**config.mk**
```make
export PLATFORM = sky130hd
export DESIGN_NAME = if_stage
export DESIGN_NICKNAME = d
export VERILOG_FILES = /design/src/rtl/cpu_pkg.sv /design/src/rtl/if_stage_pc_reg.sv /design/src/rtl/if_stage.sv
export SDC_FILE = /design/constraint.sdc
export NUM_CORES = 1
export LEC_CHECK = 0
export ABC_AREA = 1
export CAP_MARGIN = 20
export CORE_AREA = 2 2 111 113
export DETAILED_ROUTE_END_ITERATION = 8
export DIE_AREA = 0 0 113 115
export HOLD_SLACK_MARGIN = 0.06
export MAX_ROUTING_LAYER = met4
export PLACE_DENSITY = 0.85
export SYNTH_ARGS = -nofsm -noshare
export SYNTH_HDL_FRONTEND = slang
export SYNTH_HIERARCHICAL = 1
export SYNTH_SLANG_ARGS = --single-unit
```
**constraint.sdc**
```tcl
create_clock -name clk -period 1.4 [get_ports clk]
set_input_delay 0.21 -clock clk [delete_from_list [all_inputs] [get_ports clk]]
set_output_delay 0.21 -clock clk [all_outputs]
set_load 0.005 [all_outputs]
```
**src/rtl/cpu_pkg.sv**
```systemverilog
// Shared CPU definitions: datapath width, NOP encoding, default reset PC and
// the IF/ID pipeline record consumed by the decode stage.
package cpu_pkg;

  localparam int unsigned XLEN = 32;
  localparam logic [XLEN-1:0] NOP_INST = 32'h0000_0000;
  localparam logic [XLEN-1:0] DEFAULT_RESET_PC = 32'h0000_0000;

  typedef struct packed {
    logic [XLEN-1:0] pc;
    logic [XLEN-1:0] inst;
    logic            valid;
  } if_id_t;

  localparam if_id_t IF_ID_BUBBLE = '{pc: '0, inst: NOP_INST, valid: 1'b0};

endpackage

```
**src/rtl/if_stage_pc_reg.sv**
```systemverilog
// Program counter register: asynchronous active-low reset to RESET_PC,
// loads i_load_val on edges where i_load_en is set, otherwise holds.
module pc_reg
  import cpu_pkg::*;
#(
  parameter logic [XLEN-1:0] RESET_PC = DEFAULT_RESET_PC
) (
  input  logic            clk,
  input  logic            rst_n,
  input  logic            i_load_en,
  input  logic [XLEN-1:0] i_load_val,
  output logic [XLEN-1:0] o_pc
);

  logic [XLEN-1:0] r_pc;

  always_ff @(posedge clk or negedge rst_n) begin
    if (!rst_n) begin
      r_pc <= RESET_PC;
    end else if (i_load_en) begin
      r_pc <= i_load_val;
    end
  end

  assign o_pc = r_pc;

endmodule

```
**src/rtl/if_stage.sv**
```systemverilog
// Instruction-fetch stage: owns the PC, drives imem_adrs and fills the IF/ID
// register. Define IF_PERF_CNT_EN to add fetch_cnt/stall_cnt counters.
module if_stage
  import cpu_pkg::*;
#(
  parameter logic [XLEN-1:0] RESET_PC = DEFAULT_RESET_PC,
  parameter int unsigned     PC_STEP  = 4
) (
  input  logic            clk,
  input  logic            rst_n,
  input  logic            freeze,
  input  logic            branch_taken,
  input  logic [XLEN-1:0] branch_addr,
  input  logic            flush,
  output logic [XLEN-1:0] imem_adrs,
  input  logic [XLEN-1:0] imem_inst,
  output logic [XLEN-1:0] if_id_pc,
  output logic [XLEN-1:0] if_id_inst,
`ifdef IF_PERF_CNT_EN
  output logic [XLEN-1:0] fetch_cnt,
  output logic [XLEN-1:0] stall_cnt,
`endif
  output logic            if_id_valid
);

  logic [XLEN-1:0] w_pc;
  logic [XLEN-1:0] w_pc_next_seq;
  logic [XLEN-1:0] w_redirect_pc;
  logic            w_pc_load_en;
  logic [XLEN-1:0] w_pc_load_val;
  logic            w_fetch;
  if_id_t          r_if_id;

  assign w_pc_next_seq = w_pc + XLEN'(PC_STEP);
  // Low address bits of a redirect target are dropped to keep fetches aligned.
  assign w_redirect_pc = branch_addr & ~32'h0000_0003;
  assign w_fetch       = !branch_taken && !flush && !freeze;

  // Redirect wins; otherwise the PC advances unless frozen (flush still advances).
  assign w_pc_load_en  = branch_taken || !freeze;
  assign w_pc_load_val = branch_taken ? w_redirect_pc : w_pc_next_seq;

  pc_reg #(
    .RESET_PC (RESET_PC)
  ) u_pc_reg (
    .clk        (clk),
    .rst_n      (rst_n),
    .i_load_en  (w_pc_load_en),
    .i_load_val (w_pc_load_val),
    .o_pc       (w_pc)
  );

  always_ff @(posedge clk or negedge rst_n) begin
    if (!rst_n) begin
      r_if_id <= IF_ID_BUBBLE;
    end else if (branch_taken || flush) begin
      r_if_id <= IF_ID_BUBBLE;
    end else if (!freeze) begin
      r_if_id <= '{pc: w_pc_next_seq, inst: imem_inst, valid: 1'b1};
    end
  end

  assign imem_adrs   = w_pc;
  assign if_id_pc    = r_if_id.pc;
  assign if_id_inst  = r_if_id.inst;
  assign if_id_valid = r_if_id.valid;

`ifdef IF_PERF_CNT_EN
  logic [XLEN-1:0] r_fetch_cnt;
  logic [XLEN-1:0] r_stall_cnt;

  always_ff @(posedge clk or negedge rst_n) begin
    if (!rst_n) begin
      r_fetch_cnt <= '0;
      r_stall_cnt <= '0;
    end else begin
      if (w_fetch) r_fetch_cnt <= r_fetch_cnt + 1'b1;
      if (freeze && !branch_taken) r_stall_cnt <= r_stall_cnt + 1'b1;
    end
  end

  assign fetch_cnt = r_fetch_cnt;
  assign stall_cnt = r_stall_cnt;
`else
  logic w_fetch_unused;
  assign w_fetch_unused = w_fetch;
`endif

endmodule

```
### Yosys cells after proc, flatten, opt, wreduce, memory -nomap -nowiden

Index checks and enable logic that the tools add are counted.
Widths: inputs -> output; s select.

* bits in registers: 97
* logic and storage cells: 12
* output and inout bits: 97
* input bits: 69

* equal/unequal tests: 1
* $add $sub $neg: 1
* multiplexer cells: 3
* reduce and logical (&&, ||, !) cells: 3

Operators by type and width (count)
* $mux 65: 2
* $add 32x3->32 const B: 1
* $mux 32: 1
* $logic_or 1x1->1: 2
* $ne 2x1->1 const B: 1
* $logic_not 1->1: 1

### Longest topological paths before layout

Gate-level depths: netlist of the first run.

* depth after elaboration: 3
* mapped depth: 12
* depth with buffers taken out: 12

### Modules after synthesis

Netlist of the first run, hierarchy kept.

Modules (own cells, without submodules)
* if_stage: area an instance 3579.7 um^2, cells each 467, sequential area each 1626.6 um^2, times used 1
* pc_reg: area an instance 1292.5 um^2, cells each 136, sequential area each 800.8 um^2, times used 1

### Worst setup path after synthesis of the first run

No wires, ideal clock.

* path kind: register -> register
* start: register u_pc_reg.r_pc[2], in the netlist u_pc_reg/o_pc[2]
* end: register u_pc_reg.r_pc[22], in the netlist u_pc_reg/o_pc[22]
* data arrival time: 1.454 ns
* path buffers: 0
* path slack: -0.171 ns
* period minus slack after synthesis: 1.571 ns
* cell stages (with the launch flop): 13
* library setup time: 0.117 ns
* required time: 1.283 ns
* cells stage by stage: dfrtp_1 > ha_1 > nand2_1 > nor2_2 > nand2_2 > nor2_4 > nand2_1 > nand2_1 > nand2_1 > nand2_1 > nand2_1 > nand2_1 > nand2_1

* longest elaborated chain between the ends: 2

Ends and longest elaborated chain
* start, declared: line if_stage_pc_reg.sv:15 `logic [XLEN-1:0] r_pc;`
* start signal, assigned: line if_stage_pc_reg.sv:21 `r_pc <= i_load_val;`
* $add 32x3->32: line if_stage.sv:34 `assign w_pc_next_seq = w_pc + XLEN'(PC_STEP);`
* $mux 32: line if_stage.sv:41 `assign w_pc_load_val = branch_taken ? w_redirect_pc : w_pc_next_seq;`
* net w_pc_load_val[22]: line if_stage.sv:30 `logic [XLEN-1:0] w_pc_load_val;`

The timed path passes the listed nets, and every way through them passes these cells.
A chain may end at the register's enable or synchronous reset.

### Worst setup path after layout of the first run

* start: register u_pc_reg.r_pc[3], in the netlist u_pc_reg/o_pc[3]
* end: register u_pc_reg.r_pc[20], in the netlist u_pc_reg/o_pc[20]

The elaborated chain is that of the path after synthesis.

==> reports/summary.json, run 1 <==
{
  "status": {"value": "finished with violations"},
  "failed_checks": {"value": "design-rule violations, negative setup slack"},
  "grt_setup_unrepaired": {"value": "yes"},
  "htreeDepth": {"value": 3},
  "detail-route-antenna-nets": {"value": 0},
  "hpwl": {"value": 10.69, "unit": "mm"},
  "worst-endpoint-arrival": {"value": 2.15, "unit": "ns"},
  "post-place-cells": {"value": 958},
  "worst-r2r-cell-count": {"value": 11},
  "crit-reg2reg-capture": {"value": "u_pc_reg/o_pc[20]$_DFFE_PN0P_"},
  "setup_violations": {"value": 52},
  "grt.total_usage": {"value": 0.2696},
  "leakage": {"value": 4.548, "unit": "nW"},
  "io-pin-count": {"value": 166},
  "min_period": {"value": 1.870, "unit": "ns"},
  "ff2ff_setup_slack": {"value": -0.47, "unit": "ns"},
  "crit_top_cell": {"value": "nand2_1"},
  "cell_count_final_fillers_out": {"value": 1036},
  "vias_per_cell": {"value": 5.451},
  "fin_worst_skew": {"value": 0.008366, "unit": "ns"},
  "synth_largest_type_area_fraction": {"value": 0.4982},
  "timing.critical_path.to_type": {"value": "flop"},
  "first_global_vias": {"value": 5476},
  "placementRows": {"value": 40},
  "cts.sinks": {"value": 97},
  "final-hold-violation-count": {"value": 0},
  "path_cells": {"value": "ha_4, nand2_4, nor2_4, nand2_4, nor2_4, nand3b_1, nand2_2, nand2_1, nand2_1, nand2_1, nand2_1"},
  "clockRootBuffer": {"value": "clkbuf_16"},
  "slowest_stage": {"value": "dfrtp_1"},
  "synth-warning-count": {"value": 6},
  "floorplan.core_area": {"value": 11810, "unit": "sq um"},
  "average_instance_area_after_synthesis": {"value": 8.080, "unit": "sq um"},
  "drt_wl_total": {"value": 19.15, "unit": "mm"},
  "worst_slack_after_detailed_placement": {"value": -0.2001, "unit": "ns"},
  "via_count": {"value": 5647},
  "fmax": {"value": 0.5347, "unit": "GHz"},
  "cp_max_fo": {"value": 5},
  "postLayoutCoreUtil": {"value": 0.7029},
  "clkTransAtPathRegs": {"value": 0.07, "unit": "ns"},
  "synth_area": {"value": 4872, "unit": "sq um"},
  "synthToLayoutAreaGrowth": {"value": 70.39, "unit": "%"},
  "synth.yosys.seq_area_share": {"value": 0.4982},
  "cp.buffers_inverters": {"value": 0},
  "layout.filler_cells": {"value": 822},
  "max_cap_violations": {"value": 0},
  "synthesis.instances": {"value": 603},
  "grt_start_max_net_pins": {"value": 36},
  "worstSetupStartpointType": {"value": "flop"},
  "worst_skew_pair.late_latency": {"value": 0.35, "unit": "ns"},
  "synth_flop_cell": {"value": "dfrtp_1"},
  "globalplace.congestion": {"value": 0.8640},
  "syn-num-nets": {"value": 673},
  "synth_area_leader_cell": {"value": "dfrtp_1"},
  "reg2reg_from": {"value": "u_pc_reg/o_pc[3]$_DFFE_PN0P_"},
  "antennaDiodeCount": {"value": 0},
  "wl_per_cell": {"value": 18.48, "unit": "um"},
  "yosys-top-cells-count": {"value": "nand2_1, dfrtp_1, a22o_1"},
  "synthTopCellsByArea": {"value": "dfrtp_1, nand2_1, a22o_1"},
  "cts_tree": {"value": "yes"},
  "setup-tns-final": {"value": -11.85, "unit": "ns"},
  "timing.critical_path.slowest_cell_delay": {"value": 0.42, "unit": "ns"},
  "timing.setup.critical_path_class": {"value": "flop to flop"},
  "timing_max_transition_violations_final": {"value": 0},
  "post-synth-top-count-cell": {"value": "nand2_1"},
  "antenna_found_initial": {"value": 0},
  "synthDistinctLibCells": {"value": 25},
  "clock_path_buffers": {"value": 2},
  "drt_iter0_drc": {"value": 617},
  "chipHeight": {"value": 115, "unit": "um"},
  "max_slew.worst_pin.slew": {"value": 0.3495, "unit": "ns"},
  "start_util": {"value": 0.4125},
  "power_per_cell_area": {"value": 938.0, "unit": "nW/um^2"},
  "finalWorstSetupSlack": {"value": -0.4703, "unit": "ns"},
  "slew-limit-headroom": {"value": 0.7664},
  "port_buffers": {"value": 163},
  "number_of_synthesized_flops_with_an_enable_pin": {"value": 0},
  "kind_of_cell_adding_the_most_delay_to_the_critical_path": {"value": "simple AND/OR/NAND/NOR gates"},
  "drive_gt1_frac": {"value": 0.3037},
  "nets": {"value": 954},
  "drt_pass1_iterations": {"value": 8},
  "synth-seq-cells": {"value": 97},
  "vdd_drop_max": {"value": 0.5368, "unit": "mV"},
  "cts_made_buffers": {"value": 9},
  "cp_data_required_time": {"value": 1.68, "unit": "ns"},
  "async_reset_ff_frac": {"value": 1.000},
  "die_w": {"value": 113, "unit": "um"},
  "worstHoldPathType": {"value": "input pin to async pin"},
  "drc": {"value": 11},
  "grt_overflow_total": {"value": 0},
  "design.die.area": {"value": 13000, "unit": "sq um"},
  "fin_crit_sh": {"value": 1.336},
  "grt_pass1_wl": {"value": 26.84, "unit": "mm"}
}
-- worst reg2reg max path, cell delays in order (launching register included) --
cell	delay, ns
dfrtp_1	0.42
ha_4	0.18
nand2_4	0.06
nor2_4	0.16
nand2_4	0.09
nor2_4	0.21
nand3b_1	0.18
nand2_2	0.14
nand2_1	0.08
nand2_1	0.12
nand2_1	0.06
nand2_1	0.08
-- cell type report --
class	instances	area (sq um)	share of cell area
well taps	147	183.9	0.02216
clock buffers	11	242.7	0.02924
repair buffers	297	2705	0.3258
flip-flops and latches	97	2430	0.2927
inverters	25	101.3	0.01221
multi-input cells	454	2574	0.3100
clock inverters	5	65.06	0.007837
-- layer usage --
| metal | track usage | vias to the layer above | wire (um) |
|---|---|---|---|
| li1 | - | 2444 | - |
| met1 | 0.3230 | 2609 | 7192 |
| met2 | 0.4411 | 444 | 8973 |
| met3 | 0.04006 | 150 | 1641 |
| met4 | 0.1463 | 0 | 1340 |
| met5 | - | - | 0 |
-- flip-flops by register name, summed over array words and instances, names as in the netlist --
name           count
u_pc_reg/o_pc     32
if_id_valid        1
if_id_inst        32
if_id_pc          32
-- timing repair --
item                                   in CTS  in global routing
setup endpoints to repair                 141                 67
resized for setup                         159                 99
endpoints found under the hold margin      19                  0
hold buffers                                1                  0
pin swaps                                  34                 71
setup buffers                              50                 15
-- through the flow --
step,hold WS [ns],instance area (sq um),power (W)
2_1_floorplan,-0.08559,4875,0.003735
3_3_place_gp,0.1378,7124,0.004729
3_5_place_dp,0.1349,7124,0.004763
4_1_cts,0.3097,7939,0.007519
5_1_grt,0.3429,8302,0.008101
6_report,0.3095,8302,0.007787
-- report_power, final --
part | internal [W] | leakage [nW] | switching [W]
clock | 0.00145 | 0.150 | 0.00114
combinational | 0.00106 | 3.11 | 0.00104
sequential | 0.00297 | 1.29 | 0.000128
-- worst max path at each step --
stage / start / slack, ns / endpoint / cells past startpoint
global placement: branch_taken / -0.14 / if_id_pc[20]$_DFFE_PN0P_ / 7
CTS: u_pc_reg/o_pc[11]$_DFFE_PN0P_ / -0.20 / imem_adrs[11] / 2
finish: u_pc_reg/o_pc[3]$_DFFE_PN0P_ / -0.47 / u_pc_reg/o_pc[20]$_DFFE_PN0P_ / 11
global route: u_pc_reg/o_pc[2]$_DFFE_PN0P_ / -0.52 / u_pc_reg/o_pc[20]$_DFFE_PN0P_ / 11
floorplan: u_pc_reg/o_pc[2]$_DFFE_PN0P_ / -0.14 / u_pc_reg/o_pc[22]$_DFFE_PN0P_ / 12
detailed placement: u_pc_reg/o_pc[3]$_DFFE_PN0P_ / -0.20 / u_pc_reg/o_pc[16]$_DFFE_PN0P_ / 10
-- layout by cell type, fill, tap and decap left out, drive strengths merged --
cell type	Yosys	routed
ha	1	1
xor2	13	13
clkbuf	8	16
nand2	317	317
a22o	32	32
buf	19	136
clkdlybuf4s15	0	2
o21ai	21	21
bufinv	0	1
dlygate4sd3	0	1
nor2	43	43
dlymetal6s2s	0	6
xnor2	2	2
dlygate4sd2	0	82
clkinv	0	4
clkdlybuf4s50	0	65
nand3b	5	5
dfrtp	97	97
and2	2	2
inv	25	25
nand3	18	18
-- cell families (layout without fill, tap and decap cells) --
| kind of cell | Yosys count | after routing | share of synthesized area |
|---|---|---|---|
| and+or+nand+nor | 385 | 385 | 0.3259 |
| DFF | 97 | 97 | 0.4982 |
| AOI/OAI and AO/OA | 53 | 53 | 0.07910 |
| buffers and inverters | 52 | 338 | 0.06420 |
| xor gates and xnor gates | 15 | 15 | 0.03005 |
| adders and majority gates | 1 | 1 | 0.002568 |
(Power assumes the default switching activity.)
==> inputs of run 2 (changes only) <==
--- a/config.mk
+++ b/config.mk
@@ -6,13 +6,14 @@
 export NUM_CORES = 1
 export LEC_CHECK = 0
 export ABC_AREA = 1
+export ABC_CLOCK_PERIOD_IN_PS = 1400
 export CAP_MARGIN = 20
-export CORE_AREA = 2 2 111 113
+export CORE_AREA = 2 2 100 126
 export DETAILED_ROUTE_END_ITERATION = 8
-export DIE_AREA = 0 0 113 115
+export DIE_AREA = 0 0 102 128
 export HOLD_SLACK_MARGIN = 0.06
 export MAX_ROUTING_LAYER = met4
-export PLACE_DENSITY = 0.85
+export PLACE_DENSITY = 0.84
 export SYNTH_ARGS = -nofsm -noshare
 export SYNTH_HDL_FRONTEND = slang
 export SYNTH_HIERARCHICAL = 1
==> run 2 against run 1 <==
Net effect:
- the flow finishes with violations (negative setup slack)
- fmax is 0.18% higher
- first-iteration DRC count is 11% higher
- sequential cell count unchanged
- worst hold slack worse by 0.017 ns
- utilization rose by 0.98 points
- global-route usage grew 0.60 points
==> reports/summary.json, run 2 (synthesis results as in run 1) <==
{
  "timing.critical_path.slowest_cell_delay": {"value": 0.42, "unit": "ns", "change": "about the same"},
  "swShare": {"value": 0.3080, "change": "+0.01212"},
  "antenna_found_initial": {"value": 0, "change": "unchanged"},
  "fin_worst_skew": {"value": 0.01056, "unit": "ns", "change": "+0.002189 ns"},
  "hpwl": {"value": 10.84, "unit": "mm", "change": "+1.4%"},
  "worstHoldPathType": {"value": "input pin to async pin"},
  "max_slew.worst_pin.slew": {"value": 0.3303, "unit": "ns", "change": "-0.01916 ns"},
  "timing.setup.critical_path_class": {"value": "flop to flop"},
  "ff2ff_setup_slack": {"value": -0.47, "unit": "ns", "change": "about the same"},
  "crit-reg2reg-capture": {"value": "u_pc_reg/o_pc[12]$_DFFE_PN0P_"},
  "power_frac_seq": {"value": 0.392, "change": "-0.006"},
  "min_period": {"value": 1.867, "unit": "ns", "change": "-0.003369 ns"},
  "drive_gt1_frac": {"value": 0.3308, "change": "+0.02704"},
  "worst_slack_after_detailed_placement": {"value": -0.2193, "unit": "ns", "change": "-0.01912 ns"},
  "io-pin-count": {"value": 166, "change": "unchanged"},
  "synthToLayoutAreaGrowth": {"value": 74.60, "unit": "%"},
  "grt_overflow_total": {"value": 0, "change": "unchanged"},
  "final-hold-violation-count": {"value": 0, "change": "unchanged"},
  "grt_start_max_net_pins": {"value": 41, "change": "+14%"},
  "fin_crit_sh": {"value": 1.334, "change": "-0.002406"},
  "slowest_stage": {"value": "dfrtp_1"},
  "htreeDepth": {"value": 3, "change": "unchanged"},
  "cp_data_required_time": {"value": 1.68, "unit": "ns", "change": "about the same"},
  "failed_checks": {"value": "negative setup slack"},
  "path_cells": {"value": "ha_4, nand2_2, nor2_4, nand2_4, nor2_4, buf_4, xor2_2, nand2_1, nand2_1, nand2_1, nand2_1"},
  "vdd_drop_max": {"value": 0.5717, "unit": "mV", "change": "+6.5%"},
  "setup_violations": {"value": 59, "change": "+13%"},
  "detail-route-antenna-nets": {"value": 0, "change": "unchanged"},
  "grt_setup_unrepaired": {"value": "yes"},
  "drc": {"value": 0, "change": "-11"},
  "mostFrequentLayoutCell": {"value": "nand2_1"},
  "chipHeight": {"value": 128, "unit": "um", "change": "+11%"},
  "p_sw": {"value": 0.002461, "unit": "W", "change": "+6.8%"},
  "status": {"value": "finished with violations"},
  "post-place-cells": {"value": 972, "change": "+1.5%"},
  "reg2reg_from": {"value": "u_pc_reg/o_pc[2]$_DFFE_PN0P_"},
  "cp_max_fo": {"value": 5, "change": "unchanged"},
  "worst_skew_pair.late_latency": {"value": 0.35, "unit": "ns", "change": "about the same"},
  "first_global_vias": {"value": 5528, "change": "+0.95%"},
  "worstSetupStartpointType": {"value": "flop"},
  "drt_iter0_drc": {"value": 686, "change": "+11%"},
  "drt_pass1_iterations": {"value": 6, "change": "-2"},
  "die_w": {"value": 102, "unit": "um", "change": "-9.7%"},
  "antennaDiodeCount": {"value": 0, "change": "unchanged"},
  "start_util": {"value": 0.4082, "change": "-0.004324"},
  "layout_common_cells": {"value": "nand2_1, buf_4, dfrtp_1"},
  "placementRows": {"value": 45, "change": "+13%"},
  "worst-endpoint-arrival": {"value": 2.14, "unit": "ns", "change": "about the same"},
  "fmax": {"value": 0.5356, "unit": "GHz", "change": "+0.18%"},
  "vias_per_cell": {"value": 5.620, "change": "+3.1%"},
  "clkPwrFrac": {"value": 0.325, "change": "-0.007"},
  "leakage": {"value": 4.607, "unit": "nW", "change": "+1.3%"},
  "globalplace.congestion": {"value": 0.8966, "change": "+3.8%"},
  "worst-r2r-cell-count": {"value": 11, "change": "unchanged"},
  "clockRootBuffer": {"value": "clkbuf_16"},
  "clock_path_buffers": {"value": 2, "change": "unchanged"},
  "cts_tree": {"value": "yes"},
  "timing.critical_path.to_type": {"value": "flop"},
  "share_comb_of_total_power": {"value": 0.283, "change": "+0.013"},
  "power_per_cell_area": {"value": 939.1, "unit": "nW/um^2", "change": "+0.12%"},
  "grt.total_usage": {"value": 0.2756, "change": "+0.006046"},
  "cts_made_buffers": {"value": 9, "change": "unchanged"},
  "nets": {"value": 969, "change": "+1.6%"},
  "via_count": {"value": 6002, "change": "+6.3%"},
  "crit_top_cell": {"value": "nand2_1"},
  "design.die.area": {"value": 13060, "unit": "sq um", "change": "+0.47%"},
  "grt_pass1_wl": {"value": 27.41, "unit": "mm", "change": "+2.1%"},
  "timing_max_transition_violations_final": {"value": 0, "change": "unchanged"},
  "cell_count_final_fillers_out": {"value": 1068, "change": "+3.1%"},
  "floorplan.core_area": {"value": 11940, "unit": "sq um", "change": "+1.1%"},
  "max_cap_violations": {"value": 0, "change": "unchanged"},
  "wl_per_cell": {"value": 20.00, "unit": "um", "change": "+8.2%"},
  "clkTransAtPathRegs": {"value": 0.08, "unit": "ns", "change": "about the same"},
  "cell_internal_pwr": {"value": 0.005528, "unit": "W", "change": "+0.83%"},
  "cts.sinks": {"value": 97, "change": "unchanged"},
  "finalWorstSetupSlack": {"value": -0.4670, "unit": "ns", "change": "+0.003369 ns"},
  "drt_wl_total": {"value": 21.36, "unit": "mm", "change": "+12%"},
  "port_buffers": {"value": 163, "change": "unchanged"},
  "p_total": {"value": 0.007989, "unit": "W", "change": "+2.6%"},
  "slew-limit-headroom": {"value": 0.7792, "change": "+0.01281"}
}
-- run 2: through the flow --
stage / utilization / TNS, ns / hold slack [ns] / area, sq um
floorplan: - / -1.103 / -0.08559 / 4875
finish: 0.7127 / -13.26 / 0.2922 / 8507
global placement: 0.5947 / -14.08 / 0.1061 / 7098
detailed placement: 0.5947 / -16.39 / 0.1102 / 7098
CTS: 0.6672 / -4.325 / 0.2972 / 7964
global route: 0.7127 / -16.45 / 0.3103 / 8507
-- run 2: worst max-delay path, delay by kind of cell, from the launching register on --
family,cells,cell delay (ns)
AND/OR/NAND/NOR,8,0.85
adder cells (fa/ha/maj),1,0.17
XOR/XNOR,1,0.18
buffers and inverters,1,0.18
flip-flops,1,0.42
-- run 2: worst max path at each step --
stage / startpoint / endpoint / slack, ns / depth (start not counted)
2_1_floorplan: u_pc_reg/o_pc[2]$_DFFE_PN0P_ / u_pc_reg/o_pc[22]$_DFFE_PN0P_ / -0.14 / 12
3_3_place_gp: branch_taken / if_id_inst[9]$_DFFE_PN0P_ / -0.19 / 6
3_5_place_dp: branch_taken / u_pc_reg/o_pc[14]$_DFFE_PN0P_ / -0.22 / 7
4_1_cts: u_pc_reg/o_pc[2]$_DFFE_PN0P_ / u_pc_reg/o_pc[12]$_DFFE_PN0P_ / -0.19 / 10
5_1_grt: u_pc_reg/o_pc[2]$_DFFE_PN0P_ / u_pc_reg/o_pc[12]$_DFFE_PN0P_ / -0.54 / 11
6_report: u_pc_reg/o_pc[2]$_DFFE_PN0P_ / u_pc_reg/o_pc[12]$_DFFE_PN0P_ / -0.47 / 11
-- run 2: cell type report --
type	instances	area, sq um
clock buffer	10	229.0
clock inverter	6	76.32
inverter	25	103.9
multi-input combinational	454	2645
timing repair buffer	312	2815
sequential	97	2432
fill	786	3430
tap	164	205.2
-- run 2: timing repair --
action | in CTS | in global routing
hold buffers | 1 | 0
endpoints found under the hold margin | 59 | 0
resized for setup | 155 | 131
endpoints found under the setup margin | 139 | 68
pin swaps | 23 | 61
setup buffers | 58 | 24
-- run 2: power by group through the flow --
stage | combinational (W) | clock, W | sequential (W)
floorplan | 0.000517 | 0 | 0.00322
detailed placement | 0.00159 | 0 | 0.00317
global placement | 0.00156 | 0 | 0.00316
CTS | 0.00182 | 0.00258 | 0.00309
finish | 0.00226 | 0.00260 | 0.00313
global route | 0.00237 | 0.00273 | 0.00315
-- run 2: routing by layer --
metal | wire (um) | GRT usage
met4 | 1807 | 0.1506
met5 | 0 | -
met1 | 7237 | 0.3169
met3 | 1913 | 0.04089
met2 | 10410 | 0.4586
